==> src/rtl/remote_load_issue_ctrl_pkg.sv <==
// Shared types for the remote-load issue controller: load type and fence sequencing states.
package remote_load_issue_ctrl_pkg;

  typedef enum logic [1:0] {
    RL_INT    = 2'd0,
    RL_FLOAT  = 2'd1,
    RL_ICACHE = 2'd2,
    RL_AMO    = 2'd3
  } rl_type_e;

  typedef enum logic [1:0] {
    RL_RUN,
    RL_DRAIN,
    RL_DONE
  } rl_fsm_e;

endpackage

==> src/rtl/remote_load_issue_ctrl_if.sv <==
// Issue / return / fence handshake between the core's remote_req path and the load controller.
interface remote_load_issue_ctrl_if
  import remote_load_issue_ctrl_pkg::*;
#(
  parameter int unsigned reg_els_p = 32
);
  localparam int unsigned reg_id_width_lp = $clog2(reg_els_p);

  logic                       issue_v_i;
  rl_type_e                   issue_type_i;
  logic [reg_id_width_lp-1:0] issue_reg_id_i;
  logic                       issue_ready_o;

  logic                       ret_v_i;
  rl_type_e                   ret_type_i;
  logic [reg_id_width_lp-1:0] ret_reg_id_i;
  logic                       ret_yumi_o;

  logic                       fence_v_i;
  logic                       fence_done_o;

  modport master (
    output issue_v_i, issue_type_i, issue_reg_id_i,
    output ret_v_i, ret_type_i, ret_reg_id_i,
    output fence_v_i,
    input  issue_ready_o, ret_yumi_o, fence_done_o
  );

  modport slave (
    input  issue_v_i, issue_type_i, issue_reg_id_i,
    input  ret_v_i, ret_type_i, ret_reg_id_i,
    input  fence_v_i,
    output issue_ready_o, ret_yumi_o, fence_done_o
  );

endinterface

==> src/rtl/remote_load_issue_ctrl_lat_stat.sv <==
// Load latency statistics: free-running timestamp, per-entry issue stamps, saturating sum and max.
module remote_load_lat_stat #(
  parameter  int unsigned entries_p    = 65,
  parameter  int unsigned lat_width_p  = 32,
  localparam int unsigned idx_width_lp = $clog2(entries_p)
) (
  input  logic                    clk_i,
  input  logic                    reset_n_i,
  input  logic                    start_v_i,
  input  logic [idx_width_lp-1:0] start_idx_i,
  input  logic                    done_v_i,
  input  logic [idx_width_lp-1:0] done_idx_i,
  output logic [lat_width_p-1:0]  lat_sum_o,
  output logic [lat_width_p-1:0]  lat_max_o
);

  logic [lat_width_p-1:0] now;
  logic [lat_width_p-1:0] lat;
  logic [lat_width_p-1:0] stamp [entries_p];
  logic [lat_width_p:0]   sum_ext;

  // Modulo subtraction keeps latency correct across timestamp wrap.
  always_comb begin
    lat     = now - stamp[done_idx_i];
    sum_ext = {1'b0, lat_sum_o} + {1'b0, lat};
  end

  always_ff @(posedge clk_i or negedge reset_n_i) begin
    if (!reset_n_i) begin
      now       <= '0;
      lat_sum_o <= '0;
      lat_max_o <= '0;
      for (int unsigned i = 0; i < entries_p; i++) stamp[i] <= '0;
    end else begin
      now <= now + lat_width_p'(1);
      if (start_v_i) stamp[start_idx_i] <= now;
      if (done_v_i) begin
        lat_sum_o <= sum_ext[lat_width_p] ? '1 : sum_ext[lat_width_p-1:0];
        if (lat > lat_max_o) lat_max_o <= lat;
      end
    end
  end

endmodule

==> src/rtl/remote_load_issue_ctrl.sv <==
// Remote-load issue gate and pending-load scoreboard with fence sequencing.
// Optional latency statistics under `REMOTE_LOAD_ISSUE_CTRL_LAT_STAT_EN.
module remote_load_issue_ctrl
  import remote_load_issue_ctrl_pkg::*;
#(
  parameter  int unsigned reg_els_p      = 32,
  parameter  int unsigned max_out_p      = 16,
  parameter  int unsigned lat_width_p    = 32,
  localparam int unsigned count_width_lp = $clog2(max_out_p + 1)
) (
  input  logic                      clk_i,
  input  logic                      reset_n_i,
  remote_load_issue_ctrl_if.slave   bus,
  output logic [reg_els_p-1:0]      int_pending_o,
  output logic [reg_els_p-1:0]      float_pending_o,
  output logic                      icache_pending_o,
  output logic [count_width_lp-1:0] outstanding_o,
  output logic                      error_o,
  output logic [lat_width_p-1:0]    lat_sum_o,
  output logic [lat_width_p-1:0]    lat_max_o
);

  rl_fsm_e                   state;
  logic                      fence_done;
  logic                      issue_busy, ret_hit;
  logic                      issue_fire, ret_match, ret_miss;
  logic                      issue_is_int, issue_is_float, issue_is_icache;
  logic                      ret_is_int, ret_is_float, ret_is_icache;
  logic [reg_els_p-1:0]      issue_onehot, ret_onehot;
  logic [reg_els_p-1:0]      int_set, int_clr, float_set, float_clr;
  logic                      icache_set, icache_clr;
  logic [count_width_lp-1:0] count_next;

  // AMO shares the int scoreboard in both directions.
  always_comb begin
    issue_is_float  = (bus.issue_type_i == RL_FLOAT);
    issue_is_icache = (bus.issue_type_i == RL_ICACHE);
    issue_is_int    = !issue_is_float && !issue_is_icache;
    ret_is_float    = (bus.ret_type_i == RL_FLOAT);
    ret_is_icache   = (bus.ret_type_i == RL_ICACHE);
    ret_is_int      = !ret_is_float && !ret_is_icache;

    issue_busy = issue_is_icache ? icache_pending_o
               : issue_is_float  ? float_pending_o[bus.issue_reg_id_i]
               :                   int_pending_o[bus.issue_reg_id_i];
    ret_hit    = ret_is_icache   ? icache_pending_o
               : ret_is_float    ? float_pending_o[bus.ret_reg_id_i]
               :                   int_pending_o[bus.ret_reg_id_i];
  end

  assign bus.issue_ready_o = (state == RL_RUN)
                          && (outstanding_o < count_width_lp'(max_out_p))
                          && !issue_busy;
  assign bus.ret_yumi_o    = bus.ret_v_i;
  assign bus.fence_done_o  = fence_done;

  assign issue_fire = bus.issue_v_i && bus.issue_ready_o;
  assign ret_match  = bus.ret_v_i && ret_hit;
  assign ret_miss   = bus.ret_v_i && !ret_hit;

  always_comb begin
    issue_onehot                     = '0;
    issue_onehot[bus.issue_reg_id_i] = 1'b1;
    ret_onehot                       = '0;
    ret_onehot[bus.ret_reg_id_i]     = 1'b1;

    int_set    = {reg_els_p{issue_fire && issue_is_int}}   & issue_onehot;
    float_set  = {reg_els_p{issue_fire && issue_is_float}} & issue_onehot;
    icache_set = issue_fire && issue_is_icache;
    int_clr    = {reg_els_p{ret_match && ret_is_int}}      & ret_onehot;
    float_clr  = {reg_els_p{ret_match && ret_is_float}}    & ret_onehot;
    icache_clr = ret_match && ret_is_icache;
  end

  always_comb begin
    count_next = outstanding_o;
    if (issue_fire && !ret_match)      count_next = outstanding_o + count_width_lp'(1);
    else if (!issue_fire && ret_match) count_next = outstanding_o - count_width_lp'(1);
  end

  // An issue can only set a clear bit and a return only clears a set bit, so masks never collide.
  always_ff @(posedge clk_i or negedge reset_n_i) begin
    if (!reset_n_i) begin
      int_pending_o    <= '0;
      float_pending_o  <= '0;
      icache_pending_o <= 1'b0;
      outstanding_o    <= '0;
      error_o          <= 1'b0;
    end else begin
      int_pending_o    <= (int_pending_o | int_set) & ~int_clr;
      float_pending_o  <= (float_pending_o | float_set) & ~float_clr;
      icache_pending_o <= (icache_pending_o | icache_set) & ~icache_clr;
      outstanding_o    <= count_next;
      if (ret_miss) error_o <= 1'b1;
    end
  end

  always_ff @(posedge clk_i or negedge reset_n_i) begin
    if (!reset_n_i) begin
      state      <= RL_RUN;
      fence_done <= 1'b0;
    end else begin
      fence_done <= 1'b0;
      case (state)
        RL_RUN:   if (bus.fence_v_i) state <= RL_DRAIN;
        RL_DRAIN: if (count_next == '0) begin
                    state      <= RL_DONE;
                    fence_done <= 1'b1;
                  end
        RL_DONE:  state <= RL_RUN;
        default:  state <= RL_RUN;
      endcase
    end
  end

`ifdef REMOTE_LOAD_ISSUE_CTRL_LAT_STAT_EN
  localparam int unsigned reg_id_width_lp = $clog2(reg_els_p);
  localparam int unsigned entries_lp      = 2 * reg_els_p + 1;
  localparam int unsigned idx_width_lp    = $clog2(entries_lp);

  // Stamp layout: int regs, then float regs, then the single icache slot.
  function automatic logic [idx_width_lp-1:0] entry_idx(rl_type_e t,
                                                        logic [reg_id_width_lp-1:0] id);
    case (t)
      RL_FLOAT:  return idx_width_lp'(reg_els_p) + idx_width_lp'(id);
      RL_ICACHE: return idx_width_lp'(2 * reg_els_p);
      default:   return idx_width_lp'(id);
    endcase
  endfunction

  remote_load_lat_stat #(
    .entries_p   (entries_lp),
    .lat_width_p (lat_width_p)
  ) lat_stat (
    .clk_i       (clk_i),
    .reset_n_i   (reset_n_i),
    .start_v_i   (issue_fire),
    .start_idx_i (entry_idx(bus.issue_type_i, bus.issue_reg_id_i)),
    .done_v_i    (ret_match),
    .done_idx_i  (entry_idx(bus.ret_type_i, bus.ret_reg_id_i)),
    .lat_sum_o   (lat_sum_o),
    .lat_max_o   (lat_max_o)
  );
`else
  assign lat_sum_o = '0;
  assign lat_max_o = '0;
`endif

endmodule

==> src/flat_wrapper.sv <==
// flat-port wrapper written by rule: the top's interface ports become plain ports
module remote_load_issue_ctrl_flat import remote_load_issue_ctrl_pkg::*;
#(
  parameter  int unsigned reg_els_p      = 32,
  parameter  int unsigned max_out_p      = 16,
  parameter  int unsigned lat_width_p    = 32,
  localparam int unsigned count_width_lp = $clog2(max_out_p + 1)
)
  (clk_i, reset_n_i, int_pending_o, float_pending_o, icache_pending_o, outstanding_o, error_o, lat_sum_o, lat_max_o, bus_issue_v_i, bus_issue_type_i, bus_issue_reg_id_i, bus_ret_v_i, bus_ret_type_i, bus_ret_reg_id_i, bus_fence_v_i, bus_issue_ready_o, bus_ret_yumi_o, bus_fence_done_o);
  remote_load_issue_ctrl_if #(.reg_els_p(reg_els_p)) bus_i ();
  input  logic clk_i;
  input  logic reset_n_i;
  output logic [reg_els_p-1:0] int_pending_o;
  output logic [reg_els_p-1:0] float_pending_o;
  output logic icache_pending_o;
  output logic [count_width_lp-1:0] outstanding_o;
  output logic error_o;
  output logic [lat_width_p-1:0] lat_sum_o;
  output logic [lat_width_p-1:0] lat_max_o;
  input wire logic [$bits(bus_i.issue_v_i)-1:0] bus_issue_v_i;
  input wire logic [$bits(bus_i.issue_type_i)-1:0] bus_issue_type_i;
  input wire logic [$bits(bus_i.issue_reg_id_i)-1:0] bus_issue_reg_id_i;
  input wire logic [$bits(bus_i.ret_v_i)-1:0] bus_ret_v_i;
  input wire logic [$bits(bus_i.ret_type_i)-1:0] bus_ret_type_i;
  input wire logic [$bits(bus_i.ret_reg_id_i)-1:0] bus_ret_reg_id_i;
  input wire logic [$bits(bus_i.fence_v_i)-1:0] bus_fence_v_i;
  output wire logic [$bits(bus_i.issue_ready_o)-1:0] bus_issue_ready_o;
  output wire logic [$bits(bus_i.ret_yumi_o)-1:0] bus_ret_yumi_o;
  output wire logic [$bits(bus_i.fence_done_o)-1:0] bus_fence_done_o;
  assign bus_i.issue_v_i = bus_issue_v_i;
  assign bus_i.issue_type_i = bus_issue_type_i;
  assign bus_i.issue_reg_id_i = bus_issue_reg_id_i;
  assign bus_i.ret_v_i = bus_ret_v_i;
  assign bus_i.ret_type_i = bus_ret_type_i;
  assign bus_i.ret_reg_id_i = bus_ret_reg_id_i;
  assign bus_i.fence_v_i = bus_fence_v_i;
  assign bus_issue_ready_o = bus_i.issue_ready_o;
  assign bus_ret_yumi_o = bus_i.ret_yumi_o;
  assign bus_fence_done_o = bus_i.fence_done_o;
  remote_load_issue_ctrl #(.reg_els_p(reg_els_p), .max_out_p(max_out_p), .lat_width_p(lat_width_p)) u_core (.clk_i(clk_i), .reset_n_i(reset_n_i), .bus(bus_i), .int_pending_o(int_pending_o), .float_pending_o(float_pending_o), .icache_pending_o(icache_pending_o), .outstanding_o(outstanding_o), .error_o(error_o), .lat_sum_o(lat_sum_o), .lat_max_o(lat_max_o));
endmodule
==> config.mk <==
export PLATFORM = sky130hd
export DESIGN_NAME = remote_load_issue_ctrl_flat
export DESIGN_NICKNAME = d
export VERILOG_FILES = /design/src/rtl/remote_load_issue_ctrl_pkg.sv /design/src/rtl/remote_load_issue_ctrl_if.sv /design/src/rtl/remote_load_issue_ctrl_lat_stat.sv /design/src/rtl/remote_load_issue_ctrl.sv /design/src/flat_wrapper.sv
export SDC_FILE = /design/constraint.sdc
export NUM_CORES = 1
export LEC_CHECK = 0
export BUFFER_PORTS_ARGS = -buffer_cell sky130_fd_sc_hd__buf_2
export CORE_MARGIN = 2
export CORE_UTILIZATION = 43
export CTS_CLUSTER_SIZE = 14
export DETAILED_ROUTE_END_ITERATION = 16
export HOLD_SLACK_MARGIN = 0.02
export PLACE_DENSITY = 0.69
export REMOVE_ABC_BUFFERS = 1
export SYNTH_ARGS = -nofsm -noshare
export SYNTH_HDL_FRONTEND = slang
export SYNTH_SLANG_ARGS = --single-unit
==> constraint.sdc <==
create_clock -name clk_i -period 10.53 [get_ports clk_i]
set_input_delay 3.159 -clock clk_i [delete_from_list [all_inputs] [get_ports clk_i]]
set_output_delay 3.159 -clock clk_i [all_outputs]
set_load 0.02 [all_outputs]
---- After elaboration in Yosys (flattened, before gate mapping) ----
Index checks and enable logic that the tools add are counted.
word-level totals
  register bits ........................... 74
  bits in latches ......................... 0
  memory bits (writable) .................. 0
  ROM bits ................................ 0
  input port bits ......................... 19
  output and inout port bits .............. 138
  memories ................................ 0
operators by class
  add/subtract/negate cells ............... 2
  multipliers ............................. 0
  divide/modulo/power cells ............... 0
  magnitude comparators ................... 5
  equality and inequality tests ........... 7
  shifts and indexed selects .............. 0
  muxes and demuxes ....................... 23
  bitwise operators ....................... 13
  reduce and logical (&&, ||, !) cells .... 28
operator list
  cell                   number
  $and A32 B32 Y32       6
  $not A32 Y32           2
  $or A32 B32 Y32        2
  $bmux W1 S5            4
  $logic_and A1 B1 Y1    17
  $lt A5 B6 Y1 const B   2
  $mux W1                12
  $demux W1 S5           2
  $ge A5 B1 Y1 const B   2
  $mux W5                2
  $logic_not A1 Y1       8
  $eq A2 B1 Y1 const B   3
  $add A5 B1 Y5 const B  1
  $logic_not A5 Y1       1
  $lt A5 B5 Y1 const B   1
  $sub A5 B1 Y5 const B  1
  $eq A2 B2 Y1 const B   2
  $mux W2                2
  $pmux W2 S2            1
  $logic_not A2 Y1       1
  $ne A2 B1 Y1 const B   1
  $ne A2 B2 Y1 const B   1
  $reduce_and A2 Y1      1
  $and A1 B1 Y1          1
  2 further kinds        2

---- Depth between registers and ports, before layout ----
Gate-level depths: netlist of run 1.
  depth in word-level cells ............... 14
  gate-level depth with buffers ........... 14
  mapped depth without buffers ............ 11

---- Worst setup path before layout of run 1 ----
OpenSTA, ideal clock, no wires.
  path kind ............................... input to output
  from .................................... in bus_issue_reg_id_i[0]
  to ...................................... out bus_issue_ready_o
  arrival time ............................ 5.054 ns
  required time ........................... 7.371 ns
  slack ................................... 2.317 ns
  stages on the path ...................... 9
  buffers on the path ..................... 3
  cell sequence ........................... buf_6 -> buf_8 -> buf_2 -> mux2i_1 -> o22ai_1 -> o21ai_0 -> o31ai_1 -> or3_4 -> a21boi_0
between the ends
  word-level cells in the longest chain between the ends .. 6
  elaborated cells between the ends (all ways) .. 8
  those cells by class .................... 6 x mux; 2 x reduce/logical
ends and longest elaborated chain
  element                                line                                                        text
  start: declaration                     flat_wrapper.sv:22                                          input wire logic [$bits(bus_i.issue_reg_id_i)-1:0] bus_issue_reg_id_i;
  $bmux W1 S5, on equally long branches  remote_load_issue_ctrl.sv:45, remote_load_issue_ctrl.sv:44
  $mux W1, on equally long branches      remote_load_issue_ctrl.sv:45, remote_load_issue_ctrl.sv:44
  $mux W1 (*)                            remote_load_issue_ctrl.sv:44                                : issue_is_float ? float_pending_o[bus.issue_reg_id_i]
  $mux W1 (*)                            remote_load_issue_ctrl.sv:43                                issue_busy = issue_is_icache ? icache_pending_o
  $logic_not A1 Y1 (*)                   remote_load_issue_ctrl.sv:53                                && !issue_busy;
  $logic_and A1 B1 Y1 (*)                remote_load_issue_ctrl.sv:53
  end: declaration                       flat_wrapper.sv:27                                          output wire logic [$bits(bus_i.issue_ready_o)-1:0] bus_issue_ready_o;
Every way passes the cells marked *; elsewhere a longest branch is shown, timed or not. The select of a mux whose other input is x is not followed.

---- Worst setup path in the final report of run 1 ----
Ends and elaborated chain as after synthesis.

==> flow_metrics.py, run 1 <==
metrics = {
    "worst_setup_path": {
        "worst_path_max_delay_cell": "buf_2",
        "crit_family": "buffers and inverters",
        "cp_common_cell": "buf_2",
        "critPathMaxFanout": 27,
        "crit_arrival_ns": 5.49,
        "slowest_delay_ns": 0.58,
        "crit_buf_inv": 2,
        "path_cells": "buf_2, mux2i_1, mux4_2, or3b_1, a41oi_2, a21boi_0, buf_2",
        "crit_type": "in2out",
        "critPathLaunchType": "input pin",
        "critPathCaptureType": "output pin",
        "cp.required_ns": 7.37,
    },
    "synth": {
        "synth_top_area_share_pct": 36.56,
        "ys_ff_latch": 74,
        "synth.distinct_cells": 56,
        "yosys.area.top_type": "dfrtp_1",
        "ys_warn_count": 0,
        "synth_edf_count": 0,
        "ys.flop_type": "dfrtp_1",
        "synthTopCellsByCount": "nor2_1, dfrtp_1, buf_4",
        "synthTopCellsByArea": "dfrtp_1, buf_4, a2bb2oi_1",
        "yosysSeqAreaShare_pct": 36.56,
        "synthCells": 501,
        "avgSynthCellArea_um2": 10.11,
        "synth_area_mm2": 0.005065,
        "async_reset_ff_share_pct": 100.0,
        "yosysMostFrequentCell": "nor2_1",
    },
    "placed_design": {
        "placed_area_mm2": 0.005296,
        "gp_congestion": 0.8963,
        "place_hpwl_um": 10730,
        "dp_cells": 704,
        "io_buffers": 92,
    },
    "layout": {
        "multi_input_area_mm2": 0.002764,
        "fin_cells": 719,
        "area_growth_pct": 10.65,
        "num-fill-cells": 1073,
        "register_area_mm2": 0.001852,
        "drive_above_1_share_pct": 25.17,
        "nets": 597,
        "fin_area_mm2": 0.005604,
        "diodes": 0,
    },
    "die": {
        "dieArea_mm2": 0.01266,
        "dieWidth_um": 112.5,
        "io_pins": 157,
        "start_util_pct": 44.17,
        "core-area_mm2": 0.01147,
        "die_h_um": 112.5,
        "placementRows": 39,
    },
    "timing": {
        "rsz0062_at_grt": "no",
        "tightest_slew_ns": 1.428,
        "slew_violations": 0,
        "hold_slack_ns": 0.4901,
        "fmax_ghz": 0.1157,
        "period_share_pct": 82.11,
        "setup_tns_ns": 0,
        "fin_skew_ns": 0.01012,
        "setup-violations-final": 0,
        "hold_viol": 0,
        "finalCriticalPeriod_ns": 8.646,
        "slew_headroom_pct": 4.594,
    },
    "route": {
        "drtAntennaViolNets": 0,
        "vias": 4338,
        "drtIter0Drc": 436,
        "wire_per_inst_um": 20.89,
        "drc": 0,
        "viasPerCell": 6.033,
        "drt_pass1_iterations": 7,
        "totalWireLength_um": 15020,
    },
    "power": {
        "p_leak_nw": 2.678,
        "power_density_mw_per_mm2": 173.6,
        "ir_worst_vdd_v": 0.0001259,
    },
    "clock_network": {
        "h-tree-depth": 3,
        "clk_path_buf_depth": 2,
        "cts_root_buffer": "clkbuf_16",
        "hold_buffers": 0,
        "cts.sinks": 74,
        "cts_buffers": 9,
        "clock_latency_ns": 0.35,
        "ctsResizeCount": 0,
        "cts.reportedPaths.clkPinSlew_ns": 0.06,
        "post_cts_buffers": 0,
        "cts_tree": "yes",
    },
    "global_route": {
        "grt_pass1_wl_um": 23430,
        "antenna_found_initial": 0,
        "grt_pass1_vias": 4175,
        "grt_max_degree": 75,
        "grt_overflow": 0,
        "grt_use_total_pct": 23.80,
    },
    "flow_run": {
        "drv_cap": 0,
    },
    "hold_path": {
        "hp-class": "reg2reg",
    },
    "status": {
        "status": "complete, no violations",
    },
}
final cells by class:
cell class / instances / area share, %
clock buffer: 9 / 4.019
clock inverter: 6 / 1.474
inverter: 9 / 0.6028
multi-input combinational: 385 / 49.32
sequential: 74 / 33.04
tap: 143 / 3.193
timing repair buffer: 93 / 8.350
cells by family (layout without fill, tap and decap cells):
kind of cell / Yosys count / count (layout) / synth area share, %
and+or+nand+nor: 156 / 156 / 16.06
buffers and inverters: 105 / 117 / 13.54
AOI/OAI and AO/OA: 99 / 99 / 16.21
DFF: 74 / 74 / 36.56
muxes: 54 / 54 / 15.02
adders and majority gates: 7 / 7 / 1.680
xor gates and xnor gates: 5 / 5 / 0.8648
other: 1 / 64 / 0.07404
placed cells by master, fill, tap and decap left out, types with 3 or more instances in the layout:
cell,netlist,routed
a31oi_1,3,3
clkinv_2,0,3
a22oi_1,6,6
or3_1,3,3
xnor2_1,3,3
nand4b_1,3,3
o22a_1,17,17
nand3b_1,5,5
mux2_2,6,6
and3b_1,4,4
mux4_2,17,17
conb_1,1,64
buf_2,8,92
a2bb2oi_1,48,48
mux2i_1,31,31
nand2_1,10,10
nor3b_1,7,7
nor3_1,3,3
ha_1,6,6
dfrtp_1,74,74
nand2b_1,3,3
o21ai_0,6,6
o22ai_1,5,5
or3b_2,6,6
clkbuf_16,0,9
inv_1,9,9
nor2_1,82,82
nand3_1,13,13
worst paths after layout:
check / start / cells past startpoint / to / slack [ns]
hold reg to reg: u_core.error_o / 1 / u_core.error_o / 0.49
setup reg to reg: u_core.int_pending_o[3] / 8 / u_core.int_pending_o[5] / 6.90
min in group asynchronous: reset_n_i / 2 / u_core.outstanding_o[0] / 3.05
hold / removal: u_core.error_o / 1 / u_core.error_o / 0.49
max in group asynchronous: reset_n_i / 2 / u_core.int_pending_o[1] / 6.86
setup / recovery: bus_issue_reg_id_i[0] / 7 / bus_issue_ready_o / 1.88
through the flow:
step / power (mW) / util, % / setup WS (ns)
2_1_floorplan: 0.5442 / - / 2.595
5_1_grt: 1.014 / 48.87 / 1.782
3_5_place_dp: 0.6466 / 46.19 / 1.910
6_report: 0.9727 / 48.87 / 1.884
4_1_cts: 0.9743 / 48.87 / 1.912
3_3_place_gp: 0.6381 / 46.19 / 1.979
sequential cells by signal, summed over array words and instances (netlist names):
register                 count
u_core.bus.fence_done_o      1
u_core.error_o               1
u_core.float_pending_o      32
u_core.icache_pending_o      1
u_core.int_pending_o        32
u_core.outstanding_o         5
u_core.state                 2
routing by layer:
layer	wire length (um)	part of all wire, %	vias up	global-route usage (%)
met5	0	0	-	0
met4	338	2.3	0	7.561
met3	1588	11	38	7.505
met2	7013	47	291	36.95
met1	6079	40	2158	31.95
li1	-	-	1851	-
where the power goes:
group | switching, mW | internal (mW) | total, mW
Clock | 0.123 | 0.205 | 0.328
Sequential | 0.0508 | 0.325 | 0.376
Combinational | 0.167 | 0.102 | 0.269
Total | 0.341 | 0.632 | 0.973
Power figures use the tool's default switching activity.
==> run 2, diff against run 1 <==
--- a/config.mk
+++ b/config.mk
@@ -5,13 +5,14 @@
 export SDC_FILE = /design/constraint.sdc
 export NUM_CORES = 1
 export LEC_CHECK = 0
+export ABC_AREA = 1
 export BUFFER_PORTS_ARGS = -buffer_cell sky130_fd_sc_hd__buf_2
 export CORE_MARGIN = 2
 export CORE_UTILIZATION = 43
 export CTS_CLUSTER_SIZE = 14
 export DETAILED_ROUTE_END_ITERATION = 16
 export HOLD_SLACK_MARGIN = 0.02
-export PLACE_DENSITY = 0.69
+export PLACE_DENSITY = 0.68
 export REMOVE_ABC_BUFFERS = 1
 export SYNTH_ARGS = -nofsm -noshare
 export SYNTH_HDL_FRONTEND = slang
==> constraint.sdc (replaced) <==
create_clock -name clk_i -period 8.9 [get_ports clk_i]
set_input_delay 2.67 -clock clk_i [delete_from_list [all_inputs] [get_ports clk_i]]
set_output_delay 2.67 -clock clk_i [all_outputs]
set_load 0.02 [all_outputs]
==> run 2 against run 1 <==
  * Setup slack got worse by 0.60 ns
  * Flip-flop and latch count unchanged
  * Clock skew is 0.0035 ns lower
  * Sequential share of layout area decreased by 1.9 points
  * Critical path depth increased by 6
  * Highest routed layer unchanged
==> flow_metrics.py, run 2 <==
metrics = {
    "status": {
        "status": "complete, no violations",
    },
    "synth": {
        "synth.distinct_cells": 29,
        "synthTopCellsByArea": "dfrtp_1, nand2_1, a31oi_1",
        "synthCells": 761,
        "async_reset_ff_share_pct": 100.0,
        "synth_top_area_share_pct": 34.52,
        "synth_edf_count": 0,
        "muxShareOfSynthArea_pct": 0,
        "yosysSeqAreaShare_pct": 34.52,
        "synth-simple-area-share_pct": 29.51,
        "avgSynthCellArea_um2": 7.048,
        "yosysMostFrequentCell": "nand2_1",
        "yosys.area.top_type": "dfrtp_1",
        "ys.flop_type": "dfrtp_1",
        "synth_xor_area_share_pct": 0.6531,
        "synth_adder_area_share_pct": 1.400,
        "synth_compound_area_share_pct": 16.89,
        "ys_warn_count": 0,
        "synth_top_family_by_area": "simple AND/OR/NAND/NOR gates",
        "synthTopCellsByCount": "nand2_1, a31oi_1, dfrtp_1",
        "ys_ff_latch": 74,
        "synth_area_mm2": 0.005364,
    },
    "layout": {
        "nets": 856,
        "diodes": 0,
        "finish.utilization_pct": 49.02,
        "final_common_cell": "nand2_1",
        "top_regs": "u_core.float_pending_o: 32 flops, u_core.int_pending_o: 32 flops, u_core.outstanding_o: 5 flops",
        "drive_above_1_share_pct": 18.56,
        "area_growth_pct": 10.68,
        "final_cell_mix": "nand2_1, a31oi_1, buf_2",
    },
    "timing": {
        "finalCriticalPeriod_ns": 7.611,
        "fin_skew_ns": 0.006639,
        "fmax_ghz": 0.1314,
        "setup-violations-final": 0,
        "slew_headroom_pct": 36.01,
        "tightest_slew_ns": 0.9598,
        "setup_tns_ns": 0,
        "hold_viol": 0,
        "slew_violations": 0,
        "period_share_pct": 85.52,
        "rsz0062_at_grt": "no",
    },
    "route": {
        "drc": 0,
        "viasPerCell": 5.408,
        "totalWireLength_um": 16730,
        "vias": 5424,
        "drtIter0Drc": 459,
        "drt_pass1_iterations": 5,
        "wire_per_inst_um": 16.67,
        "drtAntennaViolNets": 0,
    },
    "global_route": {
        "grt_overflow": 0,
        "antenna_found_initial": 0,
        "busiest_layer": "met2",
        "grt.met3_usage_pct": 3.347,
        "grt_use_total_pct": 24.91,
        "grt_max_degree": 75,
        "grt_pass1_vias": 4789,
        "grt_util_met1_pct": 34.90,
        "use_met2_pct": 38.36,
        "grt_pass1_wl_um": 25630,
    },
    "die": {
        "core-area_mm2": 0.01211,
        "dieWidth_um": 115.7,
        "start_util_pct": 44.29,
        "io_pins": 157,
        "die_h_um": 115.7,
        "placementRows": 40,
        "dieArea_mm2": 0.01338,
    },
    "placed_design": {
        "gp_congestion": 0.9223,
        "io_buffers": 92,
        "place_hpwl_um": 11090,
    },
    "clock_network": {
        "h-tree-depth": 3,
        "cts_tree": "yes",
        "clock_latency_ns": 0.34,
        "cts_buffers": 9,
        "cts.reportedPaths.clkPinSlew_ns": 0.05,
        "clk_path_buf_depth": 2,
        "post_cts_buffers": 0,
        "cts.sinks": 74,
        "cts_root_buffer": "clkbuf_16",
        "hold_buffers": 0,
        "ctsResizeCount": 0,
    },
    "worst_setup_path": {
        "slowest_delay_ns": 0.68,
        "crit_arrival_ns": 4.94,
        "cp.required_ns": 6.23,
        "crit_buf_inv": 4,
        "path_cells": "buf_2, inv_1, nor2_2, nand2_1, nand2_1, nor2_1, nor2_1, nor2_1, nand3_1, nand3_1, nand2_1, inv_1, buf_2",
        "critPathCaptureType": "output pin",
        "crit_family": "simple AND/OR/NAND/NOR gates",
        "critPathMaxFanout": 17,
        "worst_path_max_delay_cell": "nor2_2",
        "crit_type": "in2out",
        "critPathLaunchType": "input pin",
    },
    "hold_path": {
        "hp-class": "reg2reg",
    },
    "power": {
        "ir_worst_vdd_v": 0.00009174,
        "power_density_mw_per_mm2": 200.4,
        "p_leak_nw": 3.268,
    },
    "flow_run": {
        "drv_cap": 0,
    },
}
run 2: cell types whose count changed after synthesis, sizes merged, moves of 17 or more:
cell,delta
nand2,+287
a31oi,+125
a2bb2oi,-47
nor2,-44
inv,+34
mux2i,-31
buf,+17
mux4,-17
o22a,-17
run 2: final timing paths:
kind,start,end,slack [ns],cells after the start
min in group asynchronous,reset_n_i,u_core.float_pending_o[3],2.54,2
worst min-delay path,u_core.error_o,u_core.error_o,0.50,1
worst min register to register,u_core.error_o,u_core.error_o,0.50,1
max in group asynchronous,reset_n_i,u_core.float_pending_o[28],5.70,2
worst max-delay path,bus_issue_reg_id_i[1],bus_issue_ready_o,1.29,13
worst max register to register,u_core.float_pending_o[29],u_core.state[0],6.57,20
run 2: metrics by stage:
stage               area, um2  instances  power, mW  hold slack, ns  worst slack [ns]
CTS                      5937       1003      1.193          0.4913             1.342
global route             5937       1003      1.260          0.5191             1.144
global placement         5642        988     0.8272          0.4795             1.484
finish                   5937       1003      1.190          0.5035             1.289
detailed placement       5642        988     0.8304          0.4797             1.357
floorplan                4856        714     0.6930          0.4948             1.910
run 2: worst register-to-register path, cell delays in order, from the launching register on:
cell and delay (ns):
dfrtp_1 0.42, nand2_1 0.07, o21ai_0 0.09, nand2_1 0.10, nand2_1 0.06, nand2_1 0.05, nand2_1 0.09, nor2_1 0.18
nand3_1 0.12, nand3_2 0.10, nand2_2 0.08, nand2_4 0.13, nand2_2 0.10, nand2_1 0.10, nor2_1 0.04, nor2_1 0.12
nand2_1 0.09, nor2_1 0.09, nand2_1 0.09, nand2_1 0.07, nand2_1 0.04
run 2: layout make-up:
class	instances	area [um2]
sequential	74	1852
clock inverter	4	52.55
timing repair buffer	106	565.5
fill	1275	6175
multi-input combinational	596	2849
inverter	44	165.2
clock buffer	11	242.7
tap	168	210.2
run 2: where the power goes:
part / leakage, nW / switching (mW) / internal, mW
registers: 1.01 / 0.0592 / 0.385
logic: 2.13 / 0.265 / 0.118
clock network: 0.134 / 0.139 / 0.223
run 2: kinds of logic (layout without fill, tap and decap cells):
group           count (synthesis)  after routing
xor+xnor                        4              4
simple gates                  375            375
flops                          74             74
buf+inv                       154            165
compound gates                147            147
other cells                     1             64
fa+ha+maj                       6              6
run 2: metal layers:
metal | wire length (um) | vias to the layer above | part of all wire (%)
met5 | 0 | - | 0
met4 | 432 | 0 | 2.6
met3 | 1705 | 38 | 10
met2 | 7612 | 330 | 46
met1 | 6974 | 2505 | 42
li1 | - | 2551 | -
==> run 3, diff against run 2 <==
--- a/config.mk
+++ b/config.mk
@@ -7,11 +7,13 @@
 export LEC_CHECK = 0
 export ABC_AREA = 1
 export BUFFER_PORTS_ARGS = -buffer_cell sky130_fd_sc_hd__buf_2
+export CORE_ASPECT_RATIO = 0.75
 export CORE_MARGIN = 2
 export CORE_UTILIZATION = 43
 export CTS_CLUSTER_SIZE = 14
 export DETAILED_ROUTE_END_ITERATION = 16
 export HOLD_SLACK_MARGIN = 0.02
+export MAX_ROUTING_LAYER = met4
 export PLACE_DENSITY = 0.68
 export REMOVE_ABC_BUFFERS = 1
 export SYNTH_ARGS = -nofsm -noshare
==> run 3 against run 2 <==
  * Setup slack lost 0.12 ns
  * Power grew 9.1%
  * Die area is essentially flat
  * Non-clock buffer count shrank 3
  * Final area grew 1.1%
==> flow_metrics.py, run 3 (synthesized netlist as in run 2, its figures left out) <==
metrics = {
    "status": {
        "status": "complete, no violations",
    },
    "power": {
        "p_sw_mw": 0.4702,
        "p_int_mw": 0.8276,
        "ir_worst_vdd_v": 0.0001143,
        "p_clk_share_pct": 36.1,
        "power_density_mw_per_mm2": 216.2,
        "p_comb_share_pct": 29.6,
        "p_leak_nw": 3.308,
        "p_total_mw": 1.298,
        "seq_power_share_pct": 34.3,
        "sw_frac_of_total_pct": 36.23,
    },
    "timing": {
        "rsz0062_at_grt": "no",
        "fin_skew_ns": 0.009444,
        "slew_headroom_pct": 33.18,
        "setup_ws_ns": 1.167,
        "setup_tns_ns": 0,
        "fmax_ghz": 0.1293,
        "hold_viol": 0,
        "slew_violations": 0,
        "period_share_pct": 86.89,
        "tightest_slew_ns": 1.001,
        "hold_slack_ns": 0.4841,
        "setup-violations-final": 0,
        "finalCriticalPeriod_ns": 7.733,
    },
    "route": {
        "totalWireLength_um": 16590,
        "wire_per_inst_um": 16.61,
        "viasPerCell": 5.422,
        "drt_pass1_iterations": 6,
        "drtIter0Drc": 591,
        "drtAntennaViolNets": 0,
        "drc": 0,
        "vias": 5417,
    },
    "clock_network": {
        "cts.reportedPaths.clkPinSlew_ns": 0.06,
        "clk_path_buf_depth": 2,
        "hold_buffers": 0,
        "cts_buffers": 9,
        "cts_tree": "yes",
        "post_cts_buffers": 0,
        "cts.sinks": 74,
        "h-tree-depth": 3,
        "clock_latency_ns": 0.34,
        "cts_root_buffer": "clkbuf_16",
        "ctsResizeCount": 0,
    },
    "worst_setup_path": {
        "cp.required_ns": 6.23,
        "crit_type": "in2out",
        "critPathLaunchType": "input pin",
        "critPathMaxFanout": 19,
        "ff2ff_setup_slack_ns": 6.14,
        "crit_arrival_ns": 5.06,
        "critPathCaptureType": "output pin",
    },
    "die": {
        "die_h_um": 100.7,
        "start_util_pct": 43.90,
        "placementRows": 35,
        "core-area_mm2": 0.01222,
        "io_pins": 157,
        "dieArea_mm2": 0.01339,
        "dieWidth_um": 133.0,
    },
    "layout": {
        "register_area_mm2": 0.001852,
        "top_regs": "u_core.float_pending_o: 32 flops, u_core.int_pending_o: 32 flops, u_core.outstanding_o: 5 flops",
        "multi_input_area_mm2": 0.002849,
        "final_common_cell": "nand2_1",
        "num-fill-cells": 1252,
        "area_growth_pct": 11.92,
        "drive_above_1_share_pct": 18.49,
        "diodes": 0,
        "final_cell_mix": "nand2_1, a31oi_1, buf_2",
        "nets": 853,
        "fin_cells": 999,
    },
    "placed_design": {
        "dp_cells": 983,
        "post-place-ws_ns": 1.334,
        "place_hpwl_um": 11220,
        "gp_congestion": 0.9275,
        "io_buffers": 92,
    },
    "hold_path": {
        "hp-class": "reg2reg",
    },
    "flow_run": {
        "drv_cap": 0,
    },
    "global_route": {
        "grt_max_degree": 75,
        "grt_overflow": 0,
        "grt_pass1_vias": 4779,
        "grt_use_total_pct": 25.59,
        "antenna_found_initial": 0,
        "grt_pass1_wl_um": 25820,
    },
}
==> run 3: cell types whose count changed in the layout (fill, tap and decap cells not counted) <==
cell | previous run | this run
buf_4 | 14 | 11
bufinv_16 | 1 | 4
clkbuf_1 | 1 | 0
clkbuf_8 | 1 | 3
clkinvlp_4 | 3 | 0
==> run 3: stage by stage <==
stage	util, %	cell area, um2
6_report	49.13	6003
5_1_grt	49.13	6003
4_1_cts	49.13	6003
3_5_place_dp	45.97	5617
3_3_place_gp	45.97	5617
2_1_floorplan	-	4856
==> run 3: final timing paths <==
kind	start	to	cells after the start
max	bus_issue_reg_id_i[1]	bus_issue_ready_o	11
min	u_core.error_o	u_core.error_o	1
max reg2reg	u_core.float_pending_o[31]	u_core.float_pending_o[28]	14
min reg2reg	u_core.error_o	u_core.error_o	1
max in group asynchronous	reset_n_i	u_core.float_pending_o[7]	2
min in group asynchronous	reset_n_i	u_core.bus.fence_done_o	2
==> run 3: final cells by class <==
| type | count | area share [%] |
|---|---|---|
| Clock inverter | 4 | 2.001 |
| Inverter | 44 | 2.751 |
| Multi-Input combinational cell | 596 | 47.46 |
| Clock buffer | 12 | 4.439 |
| Tap cell | 166 | 3.460 |
| Sequential cell | 74 | 30.85 |
| Timing Repair Buffer | 103 | 9.045 |
==> run 3: power by group through the flow <==
stage / combinational [mW] / sequential, mW / clock, mW
6_report: 0.384 / 0.446 / 0.469
5_1_grt: 0.425 / 0.453 / 0.484
3_5_place_dp: 0.380 / 0.449 / 0
2_1_floorplan: 0.202 / 0.491 / 0
4_1_cts: 0.381 / 0.444 / 0.473
3_3_place_gp: 0.375 / 0.451 / 0
==> run 3: per-layer routing <==
metal | track usage, % | up-vias | wire [um]
li1 | - | 2550 | -
met1 | 36.71 | 2516 | 7535
met2 | 35.59 | 331 | 7038
met3 | 6.033 | 20 | 1781
met4 | 8.023 | 0 | 236
met5 | - | - | 0
==> run 3: worst max-delay path, cell delays in order <==
cell and delay (ns):
buf_2 0.29, inv_1 0.29, nor2_2 0.83, nand2_1 0.16
nand4_1 0.16, a21oi_1 0.08, nand3_1 0.12, nand3_1 0.12
nand2_1 0.15, inv_1 0.05, buf_2 0.15
